--- src/rtl/arith_pkg.sv ---
// Shared arithmetic definitions: squarer state encoding, default operand/result
// widths and the golden squaring function used by benches.
package arith_pkg;

   typedef enum logic [1:0] {
      IDLE = 2'd0,
      CALC = 2'd1,
      DONE = 2'd2
   } sq_state_t;

   localparam int SQ_IN_W  = 12;
   localparam int SQ_OUT_W = 24;

   function automatic logic [2*SQ_IN_W-1:0] sq_ref(input logic [SQ_IN_W-1:0] a);
      logic [2*SQ_IN_W-1:0] a_ext;
      a_ext  = {{SQ_IN_W{1'b0}}, a};
      sq_ref = a_ext * a_ext;
   endfunction

endpackage

--- src/rtl/square_unit_if.sv ---
// Request/result bundle of square_unit. Port ovf exists only when SQUARE_SAT_EN
// is defined.
interface square_unit_if
   import arith_pkg::*;
#(
   parameter int IN_W  = SQ_IN_W,
   parameter int OUT_W = SQ_OUT_W
);
   logic             start;
   logic [IN_W-1:0]  A;
   logic             ready;
   logic             done;
   logic [OUT_W-1:0] Q;
`ifdef SQUARE_SAT_EN
   logic             ovf;
`endif

   modport master (
      output start, A,
`ifdef SQUARE_SAT_EN
      input  ovf,
`endif
      input  ready, done, Q
   );

   modport slave (
      input  start, A,
`ifdef SQUARE_SAT_EN
      output ovf,
`endif
      output ready, done, Q
   );
endinterface

--- src/rtl/square_unit.sv ---
// Iterative radix-2 shift-add squarer (Q = A*A), fixed IN_W iterations.
// SQUARE_SAT_EN selects saturation with an ovf flag instead of truncation.
module square_unit
   import arith_pkg::*;
#(
   parameter int IN_W  = SQ_IN_W,
   parameter int OUT_W = SQ_OUT_W
) (
   input  logic          clk,
   input  logic          rst_,
   square_unit_if.slave  bus
);

   localparam int ACC_W = 2 * IN_W;
   localparam int CNT_W = $clog2(IN_W + 1);
   localparam logic [ACC_W-1:0] Q_MAX  = ACC_W'({OUT_W{1'b1}});
   localparam logic [CNT_W-1:0] CNT_LAST = CNT_W'(IN_W - 1);

   sq_state_t        state_q, state_d;
   logic [ACC_W-1:0] m_q, m_d;
   logic [ACC_W-1:0] acc_q, acc_d;
   logic [IN_W-1:0]  b_q, b_d;
   logic [CNT_W-1:0] cnt_q, cnt_d;
   logic             ready_q, ready_d;
   logic             done_q, done_d;
   logic [OUT_W-1:0] q_q, q_d;
   logic             ovf_q, ovf_d;

   // Next-state, datapath and output-register computation
   always_comb begin
      state_d = state_q;
      m_d     = m_q;
      acc_d   = acc_q;
      b_d     = b_q;
      cnt_d   = cnt_q;
      done_d  = 1'b0;
      q_d     = q_q;
      ovf_d   = ovf_q;
      case (state_q)
         IDLE: begin
            if (bus.start && ready_q) begin
               m_d     = {{IN_W{1'b0}}, bus.A};
               b_d     = bus.A;
               acc_d   = {ACC_W{1'b0}};
               cnt_d   = {CNT_W{1'b0}};
               state_d = CALC;
            end else begin
               state_d = IDLE;
            end
         end
         CALC: begin
            if (b_q[0]) begin
               acc_d = acc_q + m_q;
            end else begin
               acc_d = acc_q;
            end
            m_d   = m_q << 1;
            b_d   = b_q >> 1;
            cnt_d = cnt_q + CNT_W'(1);
            if (cnt_q == CNT_LAST) begin
               state_d = DONE;
            end else begin
               state_d = CALC;
            end
         end
         DONE: begin
`ifdef SQUARE_SAT_EN
            if (acc_q > Q_MAX) begin
               q_d   = {OUT_W{1'b1}};
               ovf_d = 1'b1;
            end else begin
               q_d   = OUT_W'(acc_q);
               ovf_d = 1'b0;
            end
`else
            q_d   = OUT_W'(acc_q);
            ovf_d = 1'b0;
`endif
            done_d  = 1'b1;
            state_d = IDLE;
         end
         default: begin
            state_d = IDLE;
         end
      endcase
      ready_d = (state_d == IDLE);
   end

   // State and output registers; synchronous reset aborts any calculation
   always_ff @(posedge clk) begin
      if (rst_) begin
         state_q <= IDLE;
         m_q     <= {ACC_W{1'b0}};
         acc_q   <= {ACC_W{1'b0}};
         b_q     <= {IN_W{1'b0}};
         cnt_q   <= {CNT_W{1'b0}};
         ready_q <= 1'b1;
         done_q  <= 1'b0;
         q_q     <= {OUT_W{1'b0}};
         ovf_q   <= 1'b0;
      end else begin
         state_q <= state_d;
         m_q     <= m_d;
         acc_q   <= acc_d;
         b_q     <= b_d;
         cnt_q   <= cnt_d;
         ready_q <= ready_d;
         done_q  <= done_d;
         q_q     <= q_d;
         ovf_q   <= ovf_d;
      end
   end

   assign bus.ready = ready_q;
   assign bus.done  = done_q;
   assign bus.Q     = q_q;
`ifdef SQUARE_SAT_EN
   assign bus.ovf   = ovf_q;
`else
   logic unused_ovf_s;
   assign unused_ovf_s = ovf_q;
`endif

endmodule

--- src/flat_wrapper.sv ---
// flat-port wrapper written by rule: the top's interface ports become plain ports
module square_unit_flat import arith_pkg::*;
#(
   parameter int IN_W  = SQ_IN_W,
   parameter int OUT_W = SQ_OUT_W
)
  (clk, rst_, bus_start, bus_A, bus_ready, bus_done, bus_Q);
  square_unit_if #(.IN_W(IN_W), .OUT_W(OUT_W)) bus_i ();
  input  logic clk;
  input  logic rst_;
  input wire logic [$bits(bus_i.start)-1:0] bus_start;
  input wire logic [$bits(bus_i.A)-1:0] bus_A;
  output wire logic [$bits(bus_i.ready)-1:0] bus_ready;
  output wire logic [$bits(bus_i.done)-1:0] bus_done;
  output wire logic [$bits(bus_i.Q)-1:0] bus_Q;
  assign bus_i.start = bus_start;
  assign bus_i.A = bus_A;
  assign bus_ready = bus_i.ready;
  assign bus_done = bus_i.done;
  assign bus_Q = bus_i.Q;
  square_unit #(.IN_W(IN_W), .OUT_W(OUT_W)) u_core (.clk(clk), .rst_(rst_), .bus(bus_i));
endmodule
--- config.mk ---
export PLATFORM = sky130hd
export DESIGN_NAME = square_unit_flat
export DESIGN_NICKNAME = d
export VERILOG_FILES = /design/src/rtl/arith_pkg.sv /design/src/rtl/square_unit_if.sv /design/src/rtl/square_unit.sv /design/src/flat_wrapper.sv
export SDC_FILE = /design/constraint.sdc
export NUM_CORES = 1
export LEC_CHECK = 0
export ABC_AREA = 1
export CAP_MARGIN = 30
export CORE_MARGIN = 2
export CORE_UTILIZATION = 63
export DETAILED_ROUTE_END_ITERATION = 8
export PLACE_DENSITY_LB_ADDON = 0.1
export SETUP_SLACK_MARGIN = 0.02
export SLEW_MARGIN = 0
export SYNTH_ARGS = -nofsm -noshare
export SYNTH_HDL_FRONTEND = slang
export SYNTH_SLANG_ARGS = --single-unit
--- constraint.sdc ---
create_clock -name clk -period 3.33 [get_ports clk]
set_clock_uncertainty 0.1 [all_clocks]
set_input_delay 0.666 -clock clk [delete_from_list [all_inputs] [get_ports clk]]
set_output_delay 0.666 -clock clk [all_outputs]
set_load 0.05 [all_outputs]
==> impl_metrics.py <==
metrics = {
    "outcome": {
        "status": "finished, final reports clean",
    },
    "floorplanning": {
        "placementRows": 32,
        "die_w_um": 92.81,
        "io_pins": 41,
        "start_util_pct": 64.63,
        "core_sq_um": 7687,
        "die_h_um": 92.81,
        "die-area_sq_um": 8613,
    },
    "synthesis": {
        "ys_seq_area_share_pct": 37.07,
        "synth_top_area_share_pct": 37.07,
        "ys_types": 29,
        "synth_edf_count": 0,
        "synth.most_common_cell": "nand2_1",
        "synth.cell_area_sq_um": 4969,
        "synth_flop_cell": "dfxtp_1",
        "ys.warnings.count": 0,
        "ys_ff_latch": 92,
        "synth_area_per_cell_sq_um": 6.581,
        "synth_common_cells": "nand2_1 (232), nor2_1 (97), dfxtp_1 (92)",
        "synth_top_area_cell": "dfxtp_1",
        "synthArstFlopShare_pct": 0,
        "synth_cells": 755,
        "syn_nets": 795,
        "synth.area.top_cells": "dfxtp_1 (37%), nand2_1 (18%), nor2_1 (7.3%)",
    },
    "worst_setup_path": {
        "crit_family": "buffers and inverters",
        "cp_max_fo": 2,
        "rrSetupSlack_ps": 1130,
        "crit_type": "flip-flop to output port",
        "cp.required_ps": 2560,
        "startpoint_type": "flip-flop",
        "max_stage_delay_ps": 810,
        "end_kind": "output port",
        "crit_path_cell_trace": "clkdlybuf4s50_1",
        "cp_num_buf_inv": 1,
        "crit_arrival_ps": 1530,
        "cp_slowest_cell": "clkdlybuf4s50_1",
    },
    "sta": {
        "slew_headroom_pct": 29.89,
        "hold_viol_final": 0,
        "fmax_mhz": 436.3,
        "fin_crit_ps": 2292,
        "rsz0062_at_grt": "false",
        "slew_viol_final": 0,
        "setup_viol": 0,
        "tns_ps": 0,
        "fin_crit_sh_pct": 68.83,
        "layout_setup_ws_ps": 1038,
        "tightest_slew_ps": 1051,
    },
    "grt": {
        "grt_max_degree": 47,
        "grt-ovfl-total": 0,
        "groute.usage.overall_pct": 29.75,
        "antenna_found_initial": 0,
        "grt_pass1_vias": 4462,
        "grt_first_pass_wirelength_mm": 20.53,
    },
    "clock_tree": {
        "cts_sinks": 92,
        "clk_latency_ps": 370,
        "cts_hold_buffers": 0,
        "cts_tree": "yes",
        "cts_buffer_depth": 2,
        "cts_setup_buffers": 0,
        "cts_root_buf": "clkbuf_8",
        "h-tree-depth": 3,
        "cts_buffers": 9,
        "clk_pin_slew_worst_paths_ps": 100,
        "cts-resized-gates": 0,
    },
    "drt": {
        "ant_nets": 0,
        "via_per_inst": 5.406,
        "drt_pass1_iterations": 6,
        "postRouteWirelength_mm": 12.20,
        "drc": 0,
        "vias": 4817,
        "drt_iter0_markers": 248,
        "routedWlPerCell_um": 13.70,
    },
    "placement": {
        "place_hpwl_mm": 8.919,
        "pre_cts_slack_ps": 776.5,
        "io_buffers": 40,
        "gp_congestion": 0.9945,
        "dp_cells": 876,
    },
    "pwr": {
        "p_leak_nw": 2.661,
        "p_per_area_nw_per_um2": 383.7,
        "total_power_mw": 2.154,
        "peakVddDrop_v": 0.0002468,
    },
    "layout": {
        "area_growth_pct": 12.99,
        "drive_above_1_share_pct": 4.943,
        "final_nets": 825,
        "antenna_cells": 0,
        "fin_cells": 891,
        "nFillCells": 653,
        "fin_util_pct": 73.03,
    },
    "run": {
        "drv_cap": 0,
    },
    "min_path": {
        "hp-class": "flip-flop to flip-flop",
    },
}
-- layout make-up --
type | count | area [sq um] | area share [%]
repair buffers | 46 | 445.4 | 7.934
inverters | 86 | 322.8 | 5.750
clock buffers | 9 | 123.9 | 2.206
clock inverters | 6 | 73.82 | 1.315
well taps | 102 | 127.6 | 2.273
multi-input cells | 550 | 2679 | 47.72
flip-flops and latches | 92 | 1842 | 32.81
-- placed cells by master, fill, tap and decap left out, drive strengths merged, types with 2 or more instances in the layout --
| master | netlist | routed |
|---|---|---|
| xor2 | 2 | 2 |
| a21oi | 39 | 39 |
| a31oi | 22 | 22 |
| nor2 | 99 | 99 |
| a22oi | 13 | 13 |
| nand3 | 41 | 41 |
| nand4 | 6 | 6 |
| clkdlybuf4s50 | 0 | 40 |
| nand2 | 233 | 233 |
| inv | 86 | 88 |
| nor3 | 2 | 2 |
| and2 | 2 | 2 |
| ha | 24 | 24 |
| clkbuf | 13 | 9 |
| o21ai | 48 | 48 |
| nand3b | 7 | 7 |
| clkinvlp | 0 | 2 |
| buf | 14 | 6 |
| dfxtp | 92 | 92 |
| or2 | 9 | 9 |
-- sequential cells by signal (all words and copies together), names as in the netlist --
name              cells
u_core.acc_q         24
u_core.m_q           24
u_core.bus.ready      1
u_core.bus.Q         24
u_core.b_q           12
u_core.bus.done       1
u_core.state_q        2
u_core.cnt_q          4
-- report_power, final --
part	internal (mW)	switching [mW]	leakage [nW]
logic	0.0724	0.136	1.82
registers	1.13	0.0301	0.747
clock network	0.352	0.429	0.0938
total	1.56	0.595	2.66
-- stage by stage --
| stage | instance area (sq um) | hold slack, ps |
|---|---|---|
| after detailed placement | 5416 | 365.1 |
| after global placement | 5416 | 351.2 |
| after floorplan | 4969 | 340.2 |
| after global routing | 5614 | 393.1 |
| final | 5614 | 379.5 |
| after CTS | 5614 | 374.7 |
-- metal layers --
metal  GRT usage, %  share of wire, %  vias to the layer above
met5              0                 0                        -
met4          9.926               2.1                        0
met3          3.824               3.5                       21
met2          53.32                49                      137
met1          36.75                45                     2174
li1               -                 -                     2485
-- path summary, 6_finish.rpt --
check	to	cells past startpoint	start
setup / recovery	bus_Q[23]	1	u_core.bus.Q[23]
hold reg to reg	u_core.b_q[11]	2	u_core.b_q[11]
setup reg to reg	u_core.acc_q[16]	13	u_core.acc_q[0]
hold / removal	u_core.b_q[11]	2	u_core.b_q[11]
-- cell families after synthesis --
logic type | share of synthesized area (%)
AO/OA/AOI/OAI | 13.75
adder cells (fa/ha/maj) | 6.447
buffers and inverters | 9.015
XOR/XNOR | 0.3526
flip-flops | 37.07
AND/OR/NAND/NOR | 33.37
Note: power is estimated with default switching activity, not from simulation.
